===== src/rtl/magnetron_power_ctrl.sv =====
// Magnetron cook-cycle controller: start/pause/resume/clear,
// countdown timer, door interlock and duty-cycled power level.
module magnetron_power_ctrl #(
  parameter int TIME_W       = 16,
  parameter int POWER_LEVELS = 10,
  parameter int LVL_W        = 4
) (
  input  logic              clk,
  input  logic              rst,
  input  logic              startn,
  input  logic              stopn,
  input  logic              clearn,
  input  logic              door_closed,
  input  logic              tick,
  input  logic [TIME_W-1:0] time_load,
  input  logic [LVL_W-1:0]  power_level,
  output logic              magnetron_on,
  output logic [TIME_W-1:0] remaining,
  output logic [1:0]        state,
  output logic              done
);

  localparam logic [1:0] S_IDLE   = 2'd0;
  localparam logic [1:0] S_COOK   = 2'd1;
  localparam logic [1:0] S_PAUSED = 2'd2;
  localparam logic [1:0] S_DONE   = 2'd3;

  localparam logic [LVL_W-1:0] LVL_MAX =
    LVL_W'(POWER_LEVELS);
  localparam logic [LVL_W-1:0] DUTY_LAST =
    LVL_W'(POWER_LEVELS - 1);
  localparam logic [TIME_W-1:0] TIME_ONE =
    TIME_W'(1);

  logic              startn_q;
  logic [LVL_W-1:0]  lvl_q;
  logic [LVL_W-1:0]  duty_cnt;

  logic [1:0]        state_d;
  logic [TIME_W-1:0] rem_d;
  logic [LVL_W-1:0]  lvl_d;
  logic [LVL_W-1:0]  duty_d;
  logic              done_d;

  logic              start_evt;
  logic              clr;
  logic              door_open;
  logic              stop;
  logic              hold;
  logic [LVL_W-1:0]  lvl_sat;
  logic              time_zero;
  logic              rem_last;
  logic [LVL_W-1:0]  duty_next;

  assign start_evt = startn_q & ~startn;
  assign clr       = ~clearn;
  assign door_open = ~door_closed;
  assign stop      = ~stopn;
  assign hold      = door_open | stop;
  assign time_zero = (time_load == '0);
  // A zero count cannot occur in COOK, but treat
  // it like the last second so it can never wrap.
  assign rem_last  = (remaining <= TIME_ONE);

  // Clamp requested level to the duty window length.
  assign lvl_sat = (power_level > LVL_MAX) ?
                   LVL_MAX : power_level;

  // Duty counter wraps at the end of each window.
  assign duty_next = (duty_cnt == DUTY_LAST) ?
                     '0 : duty_cnt + 1'b1;

  // Next-state and datapath decode with fixed
  // event priority: clear, door, stop, start, tick.
  always_comb begin
    state_d = state;
    rem_d   = remaining;
    lvl_d   = lvl_q;
    duty_d  = duty_cnt;
    done_d  = 1'b0;
    unique case (state)
      S_IDLE: begin
        if (!clr && !hold && start_evt &&
            !time_zero) begin
          state_d = S_COOK;
          rem_d   = time_load;
          lvl_d   = lvl_sat;
          duty_d  = '0;
        end
      end
      S_COOK: begin
        if (clr) begin
          state_d = S_IDLE;
          rem_d   = '0;
        end else if (hold) begin
          state_d = S_PAUSED;
        end else if (tick) begin
          if (rem_last) begin
            state_d = S_DONE;
            rem_d   = '0;
            done_d  = 1'b1;
            duty_d  = '0;
          end else begin
            rem_d  = remaining - TIME_ONE;
            duty_d = duty_next;
          end
        end
      end
      S_PAUSED: begin
        if (clr) begin
          state_d = S_IDLE;
          rem_d   = '0;
        end else if (!hold && start_evt) begin
          state_d = S_COOK;
          lvl_d   = lvl_sat;
          duty_d  = '0;
        end
      end
      S_DONE: begin
        rem_d = '0;
        if (clr || door_open || start_evt) begin
          state_d = S_IDLE;
        end
      end
      default: begin
        state_d = S_IDLE;
        rem_d   = '0;
      end
    endcase
  end

  // Registered controller state with sync reset.
  always_ff @(posedge clk) begin
    if (rst) begin
      state     <= S_IDLE;
      remaining <= '0;
      done      <= 1'b0;
      duty_cnt  <= '0;
      lvl_q     <= '0;
      startn_q  <= 1'b1;
    end else begin
      state     <= state_d;
      remaining <= rem_d;
      done      <= done_d;
      duty_cnt  <= duty_d;
      lvl_q     <= lvl_d;
      startn_q  <= startn;
    end
  end

  // Interlock terms are combinational so the drive
  // drops in the same cycle the door or a button acts.
  always_comb begin
    magnetron_on = (state == S_COOK) &
                   (duty_cnt < lvl_q) &
                   door_closed & stopn & clearn;
  end

endmodule

===== config.mk =====
export PLATFORM = sky130hd
export DESIGN_NAME = magnetron_power_ctrl
export DESIGN_NICKNAME = d
export VERILOG_FILES = /design/src/rtl/magnetron_power_ctrl.sv
export SDC_FILE = /design/constraint.sdc
export NUM_CORES = 1
export LEC_CHECK = 0
export CAP_MARGIN = 30
export CORE_MARGIN = 4
export CORE_UTILIZATION = 50
export CTS_CLUSTER_DIAMETER = 100
export CTS_CLUSTER_SIZE = 40
export DETAILED_ROUTE_END_ITERATION = 8
export PLACE_DENSITY = 0.85
export SLEW_MARGIN = 10
export SYNTH_ARGS = -nofsm -noshare
export SYNTH_HDL_FRONTEND = slang
export SYNTH_SLANG_ARGS = --single-unit

===== constraint.sdc =====
create_clock -name clk -period 3.4 [get_ports clk]
set_input_delay 0.68 -clock clk [delete_from_list [all_inputs] [get_ports clk]]
set_output_delay 0.68 -clock clk [all_outputs]
set_load 0.05 [all_outputs]

Yosys cells after proc, flatten, opt, wreduce, memory -nomap -nowiden --
Cells that the tools add are included.
Storage, ports and cells: register bits 28, bits in read-only memories 0, bits of input ports 27, bits in latches 0, RAM bits 0, logic and storage cells 88, memories 0, output and inout bits 20
Operators by class: div/mod/pow operators 0, shift-type cells 0, $mul 0, equality and inequality tests 17, multiplexer cells 31, $lt $le $gt $ge 3, reduce and logical (&&, ||, !) cells 17, bitwise gates (word level) 12, $add $sub $neg 2
Operator list (number):
- 16-bit two-way mux | 6
- 16-bit case mux with 4 select lines | 1
- 4-bit two-way mux | 12
- 16-bit by 1-bit <= comparator with 1-bit output (second input constant) | 1
- 16-bit logical NOT | 1
- 2-bit two-way mux | 8
- 2-bit inequality test (second input constant) | 8
- 16-bit by 1-bit subtractor with 16-bit output (second input constant) | 1
- 4-bit case mux with 3 select lines | 1
- 3-bit inequality test (second input constant) | 3
- 4-bit inequality test (second input constant) | 2
- 2-bit case mux with 4 select lines | 1
- 4-bit case mux with 2 select lines | 1
- 4-bit AND reduction | 2
- 7-bit AND reduction | 1
- 1-bit NOT | 6
- 1-bit AND | 5
- 5-bit AND reduction | 1
- 5-bit OR reduction | 1
- 4-bit by 1-bit adder with 4-bit output (second input constant) | 1
- 2-bit == test (second input constant) | 2
- 4-bit == test (second input constant) | 1
- 4-bit > comparator (second input constant) | 1
- 1-bit logical AND | 4
- 9 further kinds | 11

Depth between registers and ports, before layout --
depth after elaboration 8, mapped depth 8, depth with buffers taken out 7

Worst setup path after synthesis --
No wires, ideal clock.
kind register to output, from register state[0], to output port magnetron_on, stages on the path, launching flop included 4, required time 2.720 ns, data arrival time 2.237 ns, path slack 0.483 ns, path buffers 0, path through dfxtp_1 -> and3b_1 -> nand2_1 -> a211oi_1
Between the ends: cells in the longest elaborated chain, start to end 5
RTL lines:
- from (decl) | RTL line 19 | output logic [1:0] state,
- from (signal assigned) | RTL line 142 | state <= state_d;
- 2-bit by 1-bit == test with 1-bit output | RTL line 154 | magnetron_on = (state == S_COOK) &
- 1-bit AND | RTL line 154
- 1-bit AND | RTL line 155 | (duty_cnt < lvl_q) &
- 1-bit AND (2 in a row) | RTL line 156 | door_closed & stopn & clearn;
- to (decl) | RTL line 17 | output logic magnetron_on,
Every way passes these cells.

Worst setup path after layout --
from input port clearn, to output port magnetron_on
Between the ends: cells in the longest elaborated chain, start to end 1
RTL lines:
- from (decl) | RTL line 12 | input logic clearn,
- 1-bit AND | RTL line 156
Every way passes these cells.

==> flow_summary.json <==
{
  "cp_cell_sequence": "clkdlybuf4s50_1 -> and3b_1 -> nand2_1 -> a211oi_1 -> buf_12",
  "grt_max_degree": 30,
  "yosysUniqueCellTypes": 51,
  "yosysMostFrequentCell": "dfxtp_1",
  "first_pass_iters": 4,
  "drt_first_iter_violations": 269,
  "leakage_nw": 0.897,
  "portBuffers": 46,
  "die_y_um": 70.4,
  "criticalPathCategory": "in2out",
  "period_share_pct": 86.4,
  "diodes": 0,
  "ir_drop_uv": 235,
  "grt_pass1_wl_mm": 8.34,
  "worstPathArrival_ps": 2260,
  "dp_cells": 316,
  "grt_use_total_pct": 20.3,
  "synth_top_area_share_pct": 28.8,
  "synth_commonest_cells": "dfxtp_1, a21oi_1, nand2_1",
  "die_x_um": 70.4,
  "drive_gt1_share_pct": 8.46,
  "p_per_area_nw_per_um2": 335,
  "clock-sinks": 28,
  "vias_per_cell": 6.19,
  "root_buffer": "clkbuf_8",
  "syn-num-nets": 267,
  "hold_viol_final": 0,
  "cts_setup_buffers": 0,
  "crit_slowest_cell": "clkdlybuf4s50_1",
  "clock_path_buffers": 2,
  "crit_fanout": 7,
  "ys_seq_area_share_pct": 28.8,
  "rows": 22,
  "ys_warn_count": 0,
  "hpwl_mm": 3.61,
  "hp-class": "reg2reg",
  "wl_mm": 4.98,
  "yosys.area.top_type": "dfxtp_1",
  "synth_enable_flop_cells": 0,
  "vias": 1982,
  "start_util_pct": 52.4,
  "ios": 47,
  "r2r_cells": 7,
  "avgSynthCellArea_sq_um": 8.36,
  "place_congestion": 0.918,
  "cts_buffers": 3,
  "place_area_sq_um": 2400,
  "setup_tns_ps": 0,
  "relSlewSlack_pct": 58.5,
  "synth-seq-cells": 28,
  "max_stage_delay_ps": 590,
  "synthCells": 233,
  "holdPathStages": 2,
  "cp.required_ps": 2720,
  "grt_pass1_vias": 1868,
  "hold_buffers": 0,
  "cts.clk_slew.worst_paths_ps": 100,
  "gr-total-overflow": 0,
  "fin_area_sq_um": 2470,
  "htreeDepth": 1,
  "start_kind": "input port",
  "final-setup-viol-count": 0,
  "nets": 307,
  "post-route-min-period_ps": 2940,
  "maxCapViolCount": 0,
  "rsz0062_at_grt": "no",
  "syn2layout_area_growth_pct": 26.9,
  "post_cts_resized": 0,
  "cts_tree": "done",
  "core_region_area_sq_um": 3720,
  "worstSetupEndpointType": "output port",
  "ant_nets": 0,
  "dieArea_sq_um": 4960,
  "path_depth": 5,
  "wl_per_cell_um": 15.6,
  "stdcell_count": 320,
  "drc": 0,
  "antenna_found_initial": 0,
  "netlist_area_sq_um": 1950,
  "ys.flop_type": "dfxtp_1",
  "critPathTopFamily": "buffers and inverters",
  "fin_skew_ps": 5.12,
  "status": "finished clean",
  "clk_latency_ps": 280,
  "max_freq_ghz": 0.340,
  "drv_slew": 0,
  "crit_buf_inv": 2,
  "synthArstFlopShare_pct": 0,
  "synthTopCellsByArea": "dfxtp_1, a21oi_1, o32ai_1",
  "worst_pin_slew_ps": 618
}
tightest hold or removal path: stages (launching register included):
cell and delay (ps):
dfxtp_1 320, nand2_1 50, a21oi_1 50
cells in the final DEF (no fill, tap or decap), types with 4 or more instances in the layout:
cell,n
a32oi_1,8
nor4_1,4
nand2b_1,8
o32ai_1,13
nand3_1,6
a211oi_1,6
inv_1,19
a21oi_1,25
and2_1,4
nor3_1,6
nor2_1,11
and3_1,4
nand2_1,20
nand4_1,4
clkdlybuf4s50_1,45
ha_1,7
dfxtp_1,28
flip-flops by register name, indices dropped and copies added (netlist names):
register	count
duty_cnt	4
startn_q	1
done	1
lvl_q	4
state	2
remaining	16
power by group:
part / internal [mW] / switching, mW
clock network: 0.158 / 0.112
logic: 0.0869 / 0.122
registers: 0.336 / 0.0122
total: 0.581 / 0.247
metrics by stage:
stage | power (mW) | setup slack [ps] | util, % | hold slack, ps
floorplan | 0.496 | 483 | - | 432
global route | 0.865 | 348 | 66.5 | 475
finish | 0.828 | 461 | 66.5 | 456
global placement | 0.560 | 484 | 64.6 | 441
CTS | 0.829 | 454 | 66.5 | 458
detailed placement | 0.563 | 478 | 64.6 | 445
layout make-up:
type	instances	area, sq um
Tap cell	48	60.1
Multi-Input combinational cell	172	1210
Sequential cell	28	561
Timing Repair Buffer	49	493
Fill cell	320	1240
Inverter	19	71.3
Clock buffer	3	41.3
Clock inverter	1	30.0
path summary, 6_finish.rpt:
kind	startpoint	endpoint	slack (ps)
hold reg to reg	lvl_q[2]$_SDFFE_PP0P_	lvl_q[2]$_SDFFE_PP0P_	460
setup / recovery	clearn	magnetron_on	460
setup reg to reg	remaining[0]$_SDFFE_PP0P_	remaining[4]$_SDFFE_PP0P_	1210
hold / removal	lvl_q[2]$_SDFFE_PP0P_	lvl_q[2]$_SDFFE_PP0P_	460
routing by layer:
layer	vias to the layer above	share of wire [%]	track usage [%]	wire [um]
li1	964	-	-	-
met1	916	43	25.9	2150
met2	90	47	33.0	2320
met3	12	7.7	3.45	385
met4	0	2.6	9.79	128
met5	-	0	0	0
cells by family after synthesis:
logic type | after synthesis | synth area share [%]
flops | 28 | 28.8
simple gates | 86 | 26.6
compound gates | 76 | 29.8
buf+inv | 33 | 8.80
fa+ha+maj | 7 | 4.50
xor+xnor | 1 | 0.450
mux | 2 | 1.09
No activity file was read; power rests on OpenSTA's default activity.
